## src/rtl/sprite_motion_ctrl.sv

```systemverilog
// Position controller for one sprite on the VGA field: keypad/PS/2 direction commands,
// step or tick-paced continuous motion, clamping to a programmable box with wall-hit pulse.
module sprite_motion_ctrl #(
    parameter int X_W         = 10,
    parameter int Y_W         = 9,
    parameter int X_MIN       = 0,
    parameter int X_MAX       = 608,
    parameter int Y_MIN       = 0,
    parameter int Y_MAX       = 448,
    parameter int X_INIT      = 30,
    parameter int Y_INIT      = 146,
    parameter int STEP_CMD    = 20,
    parameter int STEP_RUN    = 1,
    parameter int TICK_CYCLES = 250000
) (
    input  logic           clk,
    input  logic           rst,
    input  logic           en,
    input  logic           mode,
    input  logic           key_ready,
    input  logic [4:0]     key_code,
    input  logic           ps2_ready,
    input  logic [7:0]     ps2_code,
    output logic [X_W-1:0] pos_x,
    output logic [Y_W-1:0] pos_y,
    output logic [1:0]     dir,
    output logic           moving,
    output logic           hit_wall
);
    localparam int CW = $clog2(TICK_CYCLES);
    localparam logic [CW-1:0] TICK_LAST = CW'(TICK_CYCLES - 1);
    localparam logic signed [X_W:0] XMIN_S = (X_W+1)'(X_MIN);
    localparam logic signed [X_W:0] XMAX_S = (X_W+1)'(X_MAX);
    localparam logic signed [Y_W:0] YMIN_S = (Y_W+1)'(Y_MIN);
    localparam logic signed [Y_W:0] YMAX_S = (Y_W+1)'(Y_MAX);

    typedef enum logic {S_IDLE, S_RUN} state_e;

    state_e         state_q;
    logic [X_W-1:0] pos_x_q;
    logic [Y_W-1:0] pos_y_q;
    logic [1:0]     dir_q, pend_q;
    logic           pend_v_q, hit_q;
    logic           key_hist_q, ps2_hist_q, mode_q;
    logic [CW-1:0]  tick_cnt_q;

    logic           key_hit, ps2_hit, key_v, ps2_v, cmd_v, tick;
    logic [1:0]     key_dir, ps2_dir, cmd_dir;
    logic [1:0]     dir_a, pend_a, tick_dir, mv_dir;
    logic           pend_v_a, clamp;
    logic signed [X_W:0] sx, stx;
    logic signed [Y_W:0] sy, sty;
    logic [X_W-1:0] pos_x_d;
    logic [Y_W-1:0] pos_y_d;

    always_comb begin
        key_hit = 1'b1;
        key_dir = 2'd0;
        case (key_code)
            5'h0E:   key_dir = 2'd0;
            5'h0C:   key_dir = 2'd1;
            5'h09:   key_dir = 2'd2;
            5'h11:   key_dir = 2'd3;
            default: key_hit = 1'b0;
        endcase
        ps2_hit = 1'b1;
        ps2_dir = 2'd0;
        case (ps2_code)
            8'h74:   ps2_dir = 2'd0;
            8'h6B:   ps2_dir = 2'd1;
            8'h75:   ps2_dir = 2'd2;
            8'h72:   ps2_dir = 2'd3;
            default: ps2_hit = 1'b0;
        endcase
        key_v   = key_ready & ~key_hist_q & key_hit;
        ps2_v   = ps2_ready & ~ps2_hist_q & ps2_hit;
        cmd_v   = key_v | ps2_v;
        cmd_dir = key_v ? key_dir : ps2_dir;
        tick    = en && (mode == mode_q) && (tick_cnt_q == TICK_LAST);
    end

    // RUN: a command lands in pending first (opposite heading bypasses it), then a tick consumes it.
    always_comb begin
        dir_a    = dir_q;
        pend_a   = pend_q;
        pend_v_a = pend_v_q;
        if (cmd_v) begin
            if (cmd_dir == (dir_q ^ 2'd1)) begin
                dir_a    = cmd_dir;
                pend_v_a = 1'b0;
            end else begin
                pend_a   = cmd_dir;
                pend_v_a = 1'b1;
            end
        end
        tick_dir = pend_v_a ? pend_a : dir_a;
        mv_dir   = mode ? tick_dir : cmd_dir;
    end

    always_comb begin
        stx   = mode ? (X_W+1)'(STEP_RUN) : (X_W+1)'(STEP_CMD);
        sty   = mode ? (Y_W+1)'(STEP_RUN) : (Y_W+1)'(STEP_CMD);
        sx    = $signed({1'b0, pos_x_q});
        sy    = $signed({1'b0, pos_y_q});
        clamp = 1'b0;
        case (mv_dir)
            2'd0: sx = sx + stx;
            2'd1: sx = sx - stx;
            2'd2: sy = sy - sty;
            2'd3: sy = sy + sty;
            default: ;
        endcase
        if (sx < XMIN_S) begin
            sx    = XMIN_S;
            clamp = 1'b1;
        end else if (sx > XMAX_S) begin
            sx    = XMAX_S;
            clamp = 1'b1;
        end
        if (sy < YMIN_S) begin
            sy    = YMIN_S;
            clamp = 1'b1;
        end else if (sy > YMAX_S) begin
            sy    = YMAX_S;
            clamp = 1'b1;
        end
        pos_x_d = sx[X_W-1:0];
        pos_y_d = sy[Y_W-1:0];
    end

    always_ff @(posedge clk) begin
        if (!rst) begin
            state_q    <= S_IDLE;
            pos_x_q    <= X_W'(X_INIT);
            pos_y_q    <= Y_W'(Y_INIT);
            dir_q      <= 2'd0;
            pend_q     <= 2'd0;
            pend_v_q   <= 1'b0;
            hit_q      <= 1'b0;
            key_hist_q <= 1'b0;
            ps2_hist_q <= 1'b0;
            mode_q     <= 1'b0;
            tick_cnt_q <= '0;
        end else begin
            key_hist_q <= key_ready;
            ps2_hist_q <= ps2_ready;
            mode_q     <= mode;
            hit_q      <= 1'b0;
            if (mode != mode_q)
                tick_cnt_q <= '0;
            else if (en)
                tick_cnt_q <= tick ? '0 : tick_cnt_q + CW'(1);

            if (!mode) begin
                state_q  <= S_IDLE;
                pend_v_q <= 1'b0;
                if (en && cmd_v) begin
                    dir_q   <= cmd_dir;
                    pos_x_q <= pos_x_d;
                    pos_y_q <= pos_y_d;
                    hit_q   <= clamp;
                end
            end else if (en) begin
                case (state_q)
                    S_IDLE: begin
                        if (cmd_v) begin
                            dir_q    <= cmd_dir;
                            pend_v_q <= 1'b0;
                            state_q  <= S_RUN;
                        end
                    end
                    S_RUN: begin
                        dir_q    <= dir_a;
                        pend_q   <= pend_a;
                        pend_v_q <= pend_v_a;
                        if (tick) begin
                            dir_q    <= tick_dir;
                            pend_v_q <= 1'b0;
                            pos_x_q  <= pos_x_d;
                            pos_y_q  <= pos_y_d;
                            if (clamp) begin
                                hit_q   <= 1'b1;
                                state_q <= S_IDLE;
                            end
                        end
                    end
                    default: state_q <= S_IDLE;
                endcase
            end
        end
    end

    assign pos_x    = pos_x_q;
    assign pos_y    = pos_y_q;
    assign dir      = dir_q;
    assign moving   = (state_q == S_RUN);
    assign hit_wall = hit_q;
endmodule

```

## config.mk

```make
export PLATFORM = sky130hd
export DESIGN_NAME = sprite_motion_ctrl
export DESIGN_NICKNAME = d
export VERILOG_FILES = /design/src/rtl/sprite_motion_ctrl.sv
export SDC_FILE = /design/constraint.sdc
export NUM_CORES = 1
export LEC_CHECK = 0
export BUFFER_PORTS_ARGS = -buffer_cell sky130_fd_sc_hd__buf_2
export CAP_MARGIN = 20
export CORE_MARGIN = 1.5
export CORE_UTILIZATION = 40
export DETAILED_ROUTE_END_ITERATION = 10
export SYNTH_ARGS = -nofsm -noshare
export SYNTH_HDL_FRONTEND = slang
export SYNTH_SLANG_ARGS = --single-unit
```

## constraint.sdc

```tcl
create_clock -name clk -period 13.58 [get_ports clk]
set_input_delay 2.716 -clock clk [delete_from_list [all_inputs] [get_ports clk]]
set_output_delay 2.716 -clock clk [all_outputs]
set_load 0.1 [all_outputs]
```

---- After elaboration in Yosys (flattened, before gate mapping) ----
Cells that the tools add are included.
Widths: inputs -> output; s select.
operators by class
  add/sub/neg operators ................... 5
  $lt $le $gt $ge ......................... 4
  equal/unequal tests ..................... 20
  mux-type cells .......................... 55
  bitwise gates (word level) .............. 10
  reduce and logical (&&, ||, !) cells .... 13
operators with widths
  kind                   number
  $mux 10                7
  $mux 9                 7
  $eq 8x7->1 const B     4
  $mux 2                 12
  $pmux 11 s2            1
  $pmux 10 s2            1
  $mux 1                 19
  $add 18x1->18 const B  1
  $eq 18x18->1 const B   1
  $mux 18                1
  $eq 5x4->1 const B     3
  $pmux 2 s3             2
  $add 10x5->11          1
  $gt 11x11->1 const B   1
  $lt 11x1->1 const B    1
  $sub 10x5->11          1
  $add 9x5->10           1
  $gt 10x10->1 const B   1
  $lt 10x1->1 const B    1
  $mux 5                 2
  $sub 9x5->10           1
  $reduce_or 4->1        2
  $reduce_and 3->1       2
  $eq 5x5->1 const B     1
  other kinds (19)       33
storage, ports and cells
  flip-flop bits (word level) ............. 47
  bits of input ports ..................... 19
  output and inout bits ................... 23
  word-level logic and storage cells ...... 118

---- Longest topological paths before layout ----
Gate-level depths: netlist of the first run.
  depth after elaboration ................. 22
  gate-level depth with buffers ........... 24
  gate-level depth less buffers ........... 23

---- Least setup slack after synthesis of the first run ----
Ideal clock, no wire load.
  path type ............................... input-to-reg
  from .................................... in ps2_code[7]
  to ...................................... reg pos_y_q[4], in the netlist pos_y[4]
  library setup time ...................... 0.122 ns
  data arrival time ....................... 7.325 ns
  data required time ...................... 13.458 ns
  setup slack ............................. 6.133 ns
  cell stages on the path ................. 23
  buffers on the path ..................... 1
  path through ............................ nand3b_1 or3b_4 nor4_1 o32a_4 a21boi_2 and3_4 or2_1 buf_6 nand2_1 inv_1 ha_1 inv_1 ha_1 nor2b_1 o21ai_0 a21oi_1 o41ai_1 and2_1 a22oi_1 a2bb2oi_1 nor4_4 nor3_1 a221o_1
between the ends
  cells in the longest elaborated chain, start to end .. 17
  elaborated cells on any way between the ends .. 34
  classes of those cells .................. order compare (2); eq/ne (7); mux (19); bitwise (2); reduce/logical (4)
ends and longest elaborated chain
  element                                               line    RTL
  from (decl)                                           23      input logic [7:0] ps2_code,
  $eq 8x7->1                                            68      case (ps2_code)
  $pmux 2 s3 / $reduce_or 4->1 (equally long branches)  n/a
  $mux 2 / $mux 1 (equally long branches)               78, 68
  $eq 2x2->1 / $and 1x1->1 (equally long branches)      88, 76
  $mux 2 (tied with other cells)                        88      if (cmd_dir == (dir_q ^ 2'd1)) begin
  $mux 2 / $mux 1 (equally long branches)               87      if (cmd_v) begin
  $mux 2                                                96      tick_dir = pend_v_a ? pend_a : dir_a;
  $mux 2                                                97      mv_dir = mode ? tick_dir : cmd_dir;
  $eq 2x2->1                                            106     case (mv_dir)
  $pmux 10 s2                                           106
  $gt 10x10->1                                          123     end else if (sy > YMAX_S) begin
  $mux 9                                                123
  $mux 9                                                120     if (sy < YMIN_S) begin
  $mux 9                                                176     if (tick) begin
  $mux 9                                                164     case (state_q)
  $mux 9                                                163     end else if (en) begin
  $mux 9                                                154     if (!mode) begin
  to (signal assigned)                                  135     pos_y_q <= Y_W'(Y_INIT);
  to (signal assigned)                                  160     pos_y_q <= pos_y_d;
  to (signal assigned)                                  180     pos_y_q <= pos_y_d;
  to (decl)                                             41      logic [Y_W-1:0] pos_y_q;
Several ways; a longest one is shown, not always the timed one. The select of a mux whose other input is x is not followed.
A chain may end at the register's enable or synchronous reset.

---- Final worst setup path of the first run ----
  from .................................... in ps2_code[7]
  to ...................................... reg pos_y_q[5], in the netlist pos_y[5]
The elaborated chain is that of the path after synthesis.

==> results of run 1 <==
==> metal layers <==
metal	vias up	GRT usage (%)
met5	-	0
met4	0	6.72
met3	11	1.94
met2	57	33.5
met1	1671	25.2
li1	1792	-
==> cell families (layout without fill, tap and decap cells) <==
logic type / Yosys count / count (layout) / synth area share [%]
simple gates: 193 / 193 / 26.8
compound gates: 131 / 131 / 26.8
flops: 47 / 47 / 24.6
xor+xnor: 34 / 34 / 8.27
buf+inv: 31 / 69 / 3.27
fa+ha+maj: 26 / 26 / 8.89
mux: 5 / 5 / 1.37
==> placed cells by master (no fill, tap or decap), types with 6 or more instances in the layout <==
master	n
sky130_fd_sc_hd__o21ai_0	21
sky130_fd_sc_hd__nand2_1	32
sky130_fd_sc_hd__buf_2	41
sky130_fd_sc_hd__xor2_1	20
sky130_fd_sc_hd__and2_1	10
sky130_fd_sc_hd__o21a_1	7
sky130_fd_sc_hd__ha_1	24
sky130_fd_sc_hd__xnor2_1	13
sky130_fd_sc_hd__nand3_1	18
sky130_fd_sc_hd__nand2b_1	11
sky130_fd_sc_hd__inv_1	20
sky130_fd_sc_hd__dfxtp_1	47
sky130_fd_sc_hd__a21oi_1	26
sky130_fd_sc_hd__nor2b_1	8
sky130_fd_sc_hd__nor2_1	60
sky130_fd_sc_hd__nor3_1	10
sky130_fd_sc_hd__a211oi_1	6
sky130_fd_sc_hd__nor4_1	7
==> metrics by stage <==
| stage | instances | setup slack (ps) | instance area, sq um |
|---|---|---|---|
| finish | 634 | 5360 | 4230 |
| global route | 634 | 4770 | 4230 |
| CTS | 634 | 5380 | 4230 |
| detailed placement | 626 | 5090 | 4150 |
| global placement | 626 | 5150 | 4150 |
| floorplan | 467 | 6130 | 3830 |
==> critical path, cell delays in order <==
cell and delay (ps):
sky130_fd_sc_hd__buf_2 100, sky130_fd_sc_hd__nand3b_1 170, sky130_fd_sc_hd__or3b_4 410, sky130_fd_sc_hd__nor4_1 420, sky130_fd_sc_hd__o32a_4 300, sky130_fd_sc_hd__a21boi_2 100, sky130_fd_sc_hd__nor2_1 300, sky130_fd_sc_hd__or2_1 410
sky130_fd_sc_hd__nand2_1 320, sky130_fd_sc_hd__inv_1 130, sky130_fd_sc_hd__ha_1 140, sky130_fd_sc_hd__inv_1 40, sky130_fd_sc_hd__ha_1 310, sky130_fd_sc_hd__nor2b_1 140, sky130_fd_sc_hd__o21ai_0 210, sky130_fd_sc_hd__a21oi_1 140
sky130_fd_sc_hd__o41ai_1 580, sky130_fd_sc_hd__xnor2_1 120, sky130_fd_sc_hd__a22oi_1 170, sky130_fd_sc_hd__a2bb2oi_1 370, sky130_fd_sc_hd__nor4_4 120, sky130_fd_sc_hd__nor3_1 510, sky130_fd_sc_hd__a22oi_1 130, sky130_fd_sc_hd__nor2_1 120
==> area by class of cell <==
type | count | area (sq um)
fill | 928 | 5010
clock buffer | 5 | 68.8
sequential | 47 | 941
inverter | 20 | 75.1
timing repair buffer | 41 | 205
tap | 129 | 161
multi-input combinational | 389 | 2760
clock inverter | 3 | 18.8
==> cells in the mapped netlist, drive strengths merged (6+ instances only) <==
cell type  count  area [sq um]
a211oi         7          57.6
nand2b        11          68.8
nor3          11          60.1
clkbuf         8          30.0
ha            24           300
inv           20          75.1
xor2          20           175
o21ai         27           146
and3           6          42.5
and2          10          62.6
xnor2         14           141
nor4           8          65.1
nor2          61           231
dfxtp         47           941
a21oi         28           155
nor2b          8          50.1
o31ai          6          58.8
o21a           7          52.6
nand2         32           120
nand3         18          90.1
==> power by group <==
part           switching (mW)  total [mW]  internal [mW]
Combinational          0.0525      0.0846         0.0320
Sequential            0.00151       0.140          0.139
Clock                  0.0530      0.0894         0.0364
==> worst paths after layout <==
check,startpoint,to,slack [ps],depth (start not counted)
min,tick_cnt_q[17],tick_cnt_q[17],530,2
max,ps2_code[7],pos_y[5],5360,24
min reg2reg,tick_cnt_q[17],tick_cnt_q[17],530,2
max reg2reg,key_hist_q,pos_y[5],7700,23
==> flip-flops by register name, indices dropped and copies added, names as in the netlist, 2 cells and up <==
register,count
pos_y,9
dir,2
pos_x,10
tick_cnt_q,18
pend_q,2
==> results, run 1 <==
- The flow ran to the end, and the final reports show no timing, DRC or antenna violations.
- The final setup violation count is 0.
- The total iterations of the first detailed-routing run is 4.
- Sequential cells were found to cover 24.6% of the synthesized design area.
- In this run the number of H-tree levels came out at 2.
- The root buffer cell chosen for the clock tree is sky130_fd_sc_hd__clkbuf_8.
- The hold-fix buffer count after cts is 0.
- The static leakage is 1.67 nW.
- The smallest clock period supported by the final layout is computed as 8220 ps.
- The commonest register cell after synthesis is sky130_fd_sc_hd__dfxtp_1.
- The floorplan has 35 rows.
- On the final layout, the worst hold slack is 529 ps.
- The mean area per synthesized cell is 8.20 sq um.
- The maximum fanout count along the critical path is 8.
- The fmax is 122 MHz.
- The total power per unit cell area is 74.3 nW/um^2.
- The number of global-route vias before repair came to 3491.
- The floorplan step defined a die boundary enclosing 10200 sq um.
- For the worst-skew pair, the clock arrives at the later sink with an insertion delay of 310 ps.
- No sink is reached through more buffers than the 2 on the longest clock path.
- The overall power is 0.314 mW.
- The vias after detailed routing is 3531.
- The final period utilization is 60.5%.
- The total count of hold-check failures in the final report is 0.
- After clock tree synthesis, the setup repair step added 0 buffers.
- The utilization of the core after routing is 45.8%.
- The number of diodes is 0.
- In this run, distinct cell masters in the synthesized netlist total 84.
- The post-route DRC violation count is 0.
- On the final layout, the worst clock skew is 11.9 ps.
- Signal routing reaches up to met4.
- The share of final-layout standard cells stronger than drive strength 1 is 14.9%.
- The cell area after technology mapping is 3830 sq um.
- The final RePlAce weighted congestion is 0.890.
- The flop and latch count out of synthesis is 47.
- The number of clock sinks seen by CTS is 47.
- After clock tree synthesis, the clock-pin slew on the worst setup and hold paths is 110 ps.
- The worst setup path is launched from an input pin.
- The first-pass GRT wire length is 16100 um.
- The final routed wire length divided by cell count is 15.0 um.
- When the netlist entered floorplanning its net count stood at 512.
- The number of nets in the finished design is 549.
- Using the TritonRoute via totals, the vias-per-cell ratio works out to 5.57.
- The initial core utilization is 41.4%.
- During I/O placement, the number of pins put on the boundary was 42.
- The relative slew slack is 54.3%.
- From synthesis to final layout, the design area changed by 10.6%.
- Setup repair after global routing left no endpoint under its margin.
- The number of standard cells after synthesis is 467.
- For this block, the initial DRC count from the detailed router was 193.
- Yosys mapped a number of flops with a built-in enable equal to 0.
- STA classifies the critical path endpoint as a flip-flop.
- By startpoint and endpoint, the worst setup path is classified as input pin to flip-flop.
- Global routing finished with a remaining overflow of 0.
- The data required time at the worst endpoint is 13840 ps.
- The number of input and output port buffers inserted is 41.
- The arrival time reported for the critical path endpoint is 8480 ps.
- The number of warning messages in the yosys log is 0.
- The sum of met2 wire segment lengths after detailed routing is 4430 um.
- In the final routing, the length of wire on met1 measures 4670 um.
- For the final routed database, the setup TNS stands at 0 ps.
- The half-perimeter wire length after detailed placement is 7230 um.
- The share of synthesized flip-flops with an asynchronous set or reset is 0%.
- Across the VDD grid, the largest voltage drop is 0.0456 mV.
- The area of the core is 9240 sq um.
- The chip width is 101 um.
- After detailed routing, the met3 layer carries 288 um of wire.
- The post-route antenna net violation count is 0.
- The number of buffers created by CTS is 5.
- The initial antenna violation count came to 0.
- For this block, the routed nets add up to 9520 um of wire.
- The classification of the worst-slack hold path is flip-flop to flip-flop.
- The chip height is 101 um.
- The pin slew with the least headroom to its limit is 676 ps.
- Max-cap violations in this run came to 0.
- The number of max-slew violations in the final report is 0.
- The pin count of the biggest net entering global routing is 24.
- After clock tree synthesis, the repair step resized 0 gates.
- TritonCTS built the clock tree.
- The overall routing resource usage is 19.4%.
No activity file was read; power rests on OpenSTA's default activity.
==> run 2: changes to the inputs <==
clock period = 8.05 ns   (was 13.58 ns; I/O delays follow)
==> run 2 against run 1 <==
Against the previous run:
- clock power grew 100%
- sequential power increased by 69%
- first-iteration DRC count fell by 20%
- clock skew shrank 2.7 ps
- cell count stayed put
- via count grew 1.6%
- non-clock buffer count did not move
- combinational power up 69%
- power rose by 78%
- flip-flop and latch count unchanged
==> results, run 2 (synthesis gave the netlist of run 1 again) <==
- The number of max-slew violations in the final report was 0.
- The number of clock sinks seen by CTS is 47.
- For this run the aggregate overflow at the end of global routing stands at 0.
- After the first detailed-routing iteration, the DRC count stood at 154.
- In this run the number of H-tree levels came out at 2.
- The maximum buffer depth of the clock tree is 2.
- The area of the core is 9240 sq um.
- STA classifies the critical path endpoint as a flip-flop.
- Across the whole layout, storage elements account for 941 sq um.
- The final setup violation count is 0.
- The initial antenna violation count is 0.
- Setup repair after global routing left no endpoint under its margin.
- Detailed placement ended at an HPWL of 7330 um.
- The initialized floorplan defines 35 standard-cell rows.
- The slowest stage cell on the critical path is sky130_fd_sc_hd__o41ai_1.
- Once placement completed, the tool counted placed cells totaling 626.
- The worst register-to-register path has a setup slack of 2060 ps.
- The final route contains 3587 vias.
- On the final layout, the worst hold slack is 527 ps.
- In the layout the commonest cells are sky130_fd_sc_hd__nor2_1, sky130_fd_sc_hd__dfxtp_1, sky130_fd_sc_hd__buf_2, sky130_fd_sc_hd__nand2_1, sky130_fd_sc_hd__a21oi_1.
- Measured against its own limit, the worst slew margin works out to 54.9%.
- Buffers inserted during clock tree synthesis total 5.
- STA puts the critical path data arrival time at 7490 ps.
- The post-cts resize count is 0.
- The number of nets in the finished design is 549.
- The flow ran to the end, and the final reports show no timing, DRC or antenna violations.
- Based on the critical path, the design can be clocked at up to 138 MHz.
- Measured along the x axis, the die boundary spans 101 um.
- The worst setup timing slack at the placement stage is 607 ps.
- The utilization of the core after routing is 46.1%.
- After layout, the design draws a total of 0.561 mW.
- Entering global routing, the biggest net connects 24 pins.
- The clock transition time at the flip-flop clock pins of the worst setup and hold paths is 100 ps.
- In this run, post-CTS hold repair placed 0 buffers.
- The final RePlAce weighted congestion is 0.889.
- The detail route stage leaves a number of antenna-violating nets equal to 0.
- The number of input and output port buffers inserted is 41.
- The first-pass GRT wire length is 16400 um.
- Across every metal layer, demand over resource in global routing totals 19.7%.
- After clock tree synthesis, the setup repair step added 0 buffers.
- The die covers 10200 sq um.
- The maximum fanout count along the critical path is 8.
- From synthesis to final layout, the design area changed by 11.3%.
- The share of final-layout standard cells stronger than drive strength 1 is 14.9%.
- The total power per unit cell area is 132 nW/um^2.
- The final routed wire length divided by cell count is 15.2 um.
- Fill cells in the final layout number 945.
- The aggregate routed wire length is 9630 um.
- The pre-antenna-repair detailed-routing pass consisted of 4 iterations.
- In the final timing run, aggregate negative setup slack is 0 ps.
- The worst setup path is of the input pin to flip-flop kind.
- The most common cell after layout, fill and taps aside is sky130_fd_sc_hd__nor2_1.
- The repair_antennas step left the layout with diodes totalling 0.
- The peak per-stage delay on the critical path is 570 ps.
- The TritonCTS clock tree is done.
- After routing the design area is 4260 sq um.
- The total placed instance area is 4150 sq um.
- Clock tree synthesis selected as its root buffer the cell sky130_fd_sc_hd__clkbuf_8.
- The clock arrives with 9.27 ps of skew.
- The worst hold path belongs to the class flip-flop to flip-flop.
- Ranked by flip-flop count, first place goes to tick_cnt_q.
- The floorplan step set the die height to 101 um.
- The number of buffers and inverters on the critical path is 3.
- Grouping stages by cell kind, the critical path spends the most delay in simple AND/OR/NAND/NOR gates.
- The final critical path takes up 90.2% of the cycle.
- The kind of start point of the critical path is an input pin.
- The tool flagged a number of max-cap violations equal to 0.
- The post-route minimum period is 7260 ps.
- The clock reaches the later pin of the worst-skew pair after 310 ps.
- The total count of hold-check failures in the final report is 0.
- The pin slew with the least headroom to its limit is 667 ps.
- The I/O pin count is 42.
- Summing all multi-input logic gate instances after layout gives 2760 sq um.
- The worst voltage drop across the vdd grid is 0.0758 mV.
- For the worst setup path, the data required time is 8290 ps.
- The worst setup margin is 791 ps.
- The register with the most flip-flops in the layout has 18 of them.
- The post-route DRC violation count is 0.
- The finished layout holds 634 standard cells, fillers aside.
- The number of global-route vias before repair was 3513.
- The static leakage is 1.68 nW.
- For this configuration, the core starts out at a cell density of 41.4%.
- Dividing the detail-routed via count by the number of cells gives 5.66.
- Traced cell by cell, the critical path runs through buf_2 > nand3b_1 > or3b_4 > nor4_1 > o32a_4 > a21boi_2 > nor2_1 > or2_1 > nand2_1 > inv_1 > ha_1 > inv_1 > ha_1 > nor2b_1 > o21ai_0 > a21oi_1 > o41ai_1 > xnor2_1 > a22oi_1 > a2bb2oi_1 > nor4_4 > nor3_1 > a22oi_1 > nor2_1.
-- run 2: worst register-to-register path, cell delays in order (launching register included) --
cell	delay (ps)
sky130_fd_sc_hd__dfxtp_1	310
sky130_fd_sc_hd__or3b_4	410
sky130_fd_sc_hd__nor4_1	430
sky130_fd_sc_hd__o32a_4	300
sky130_fd_sc_hd__a21boi_2	100
sky130_fd_sc_hd__nor2_1	330
sky130_fd_sc_hd__or2_1	410
sky130_fd_sc_hd__nand2_1	320
sky130_fd_sc_hd__inv_1	130
sky130_fd_sc_hd__ha_1	140
sky130_fd_sc_hd__inv_1	40
sky130_fd_sc_hd__ha_1	310
sky130_fd_sc_hd__nor2b_1	140
sky130_fd_sc_hd__o21ai_0	210
sky130_fd_sc_hd__a21oi_1	150
sky130_fd_sc_hd__o41ai_1	570
sky130_fd_sc_hd__xnor2_1	140
sky130_fd_sc_hd__a22oi_1	160
sky130_fd_sc_hd__a2bb2oi_1	380
sky130_fd_sc_hd__nor4_4	120
sky130_fd_sc_hd__nor3_1	570
sky130_fd_sc_hd__a22oi_1	130
sky130_fd_sc_hd__nor2_1	120
-- run 2: final cells by class --
cell class	instances	share of cell area [%]
Clock inverter	3	1.09
Inverter	20	1.76
Sequential cell	47	22.1
Clock buffer	5	1.61
Timing Repair Buffer	41	4.82
Tap cell	129	3.79
Multi-Input combinational cell	389	64.9
-- run 2: per-layer routing --
layer  vias up  share of wire (%)  global-route usage, %
met2        72                 47                   34.3
met4         0                1.1                   5.31
met3        10                3.3                   1.94
li1       1785                  -                      -
met1      1720                 48                   26.1
met5         -                  0                      0
-- run 2: final timing paths --
check | from | endpoint | depth (start not counted)
setup reg to reg | ps2_hist_q | pos_y[3] | 22
hold / removal | tick_cnt_q[17] | tick_cnt_q[17] | 2
hold reg to reg | tick_cnt_q[17] | tick_cnt_q[17] | 2
setup / recovery | ps2_code[7] | pos_y[3] | 24
-- run 2: power breakdown --
group	internal (mW)	leakage (nW)	total, mW	switching, mW
registers	0.234	0.380	0.237	0.00260
clock network	0.0937	0.0548	0.181	0.0872
logic	0.0541	1.25	0.143	0.0892
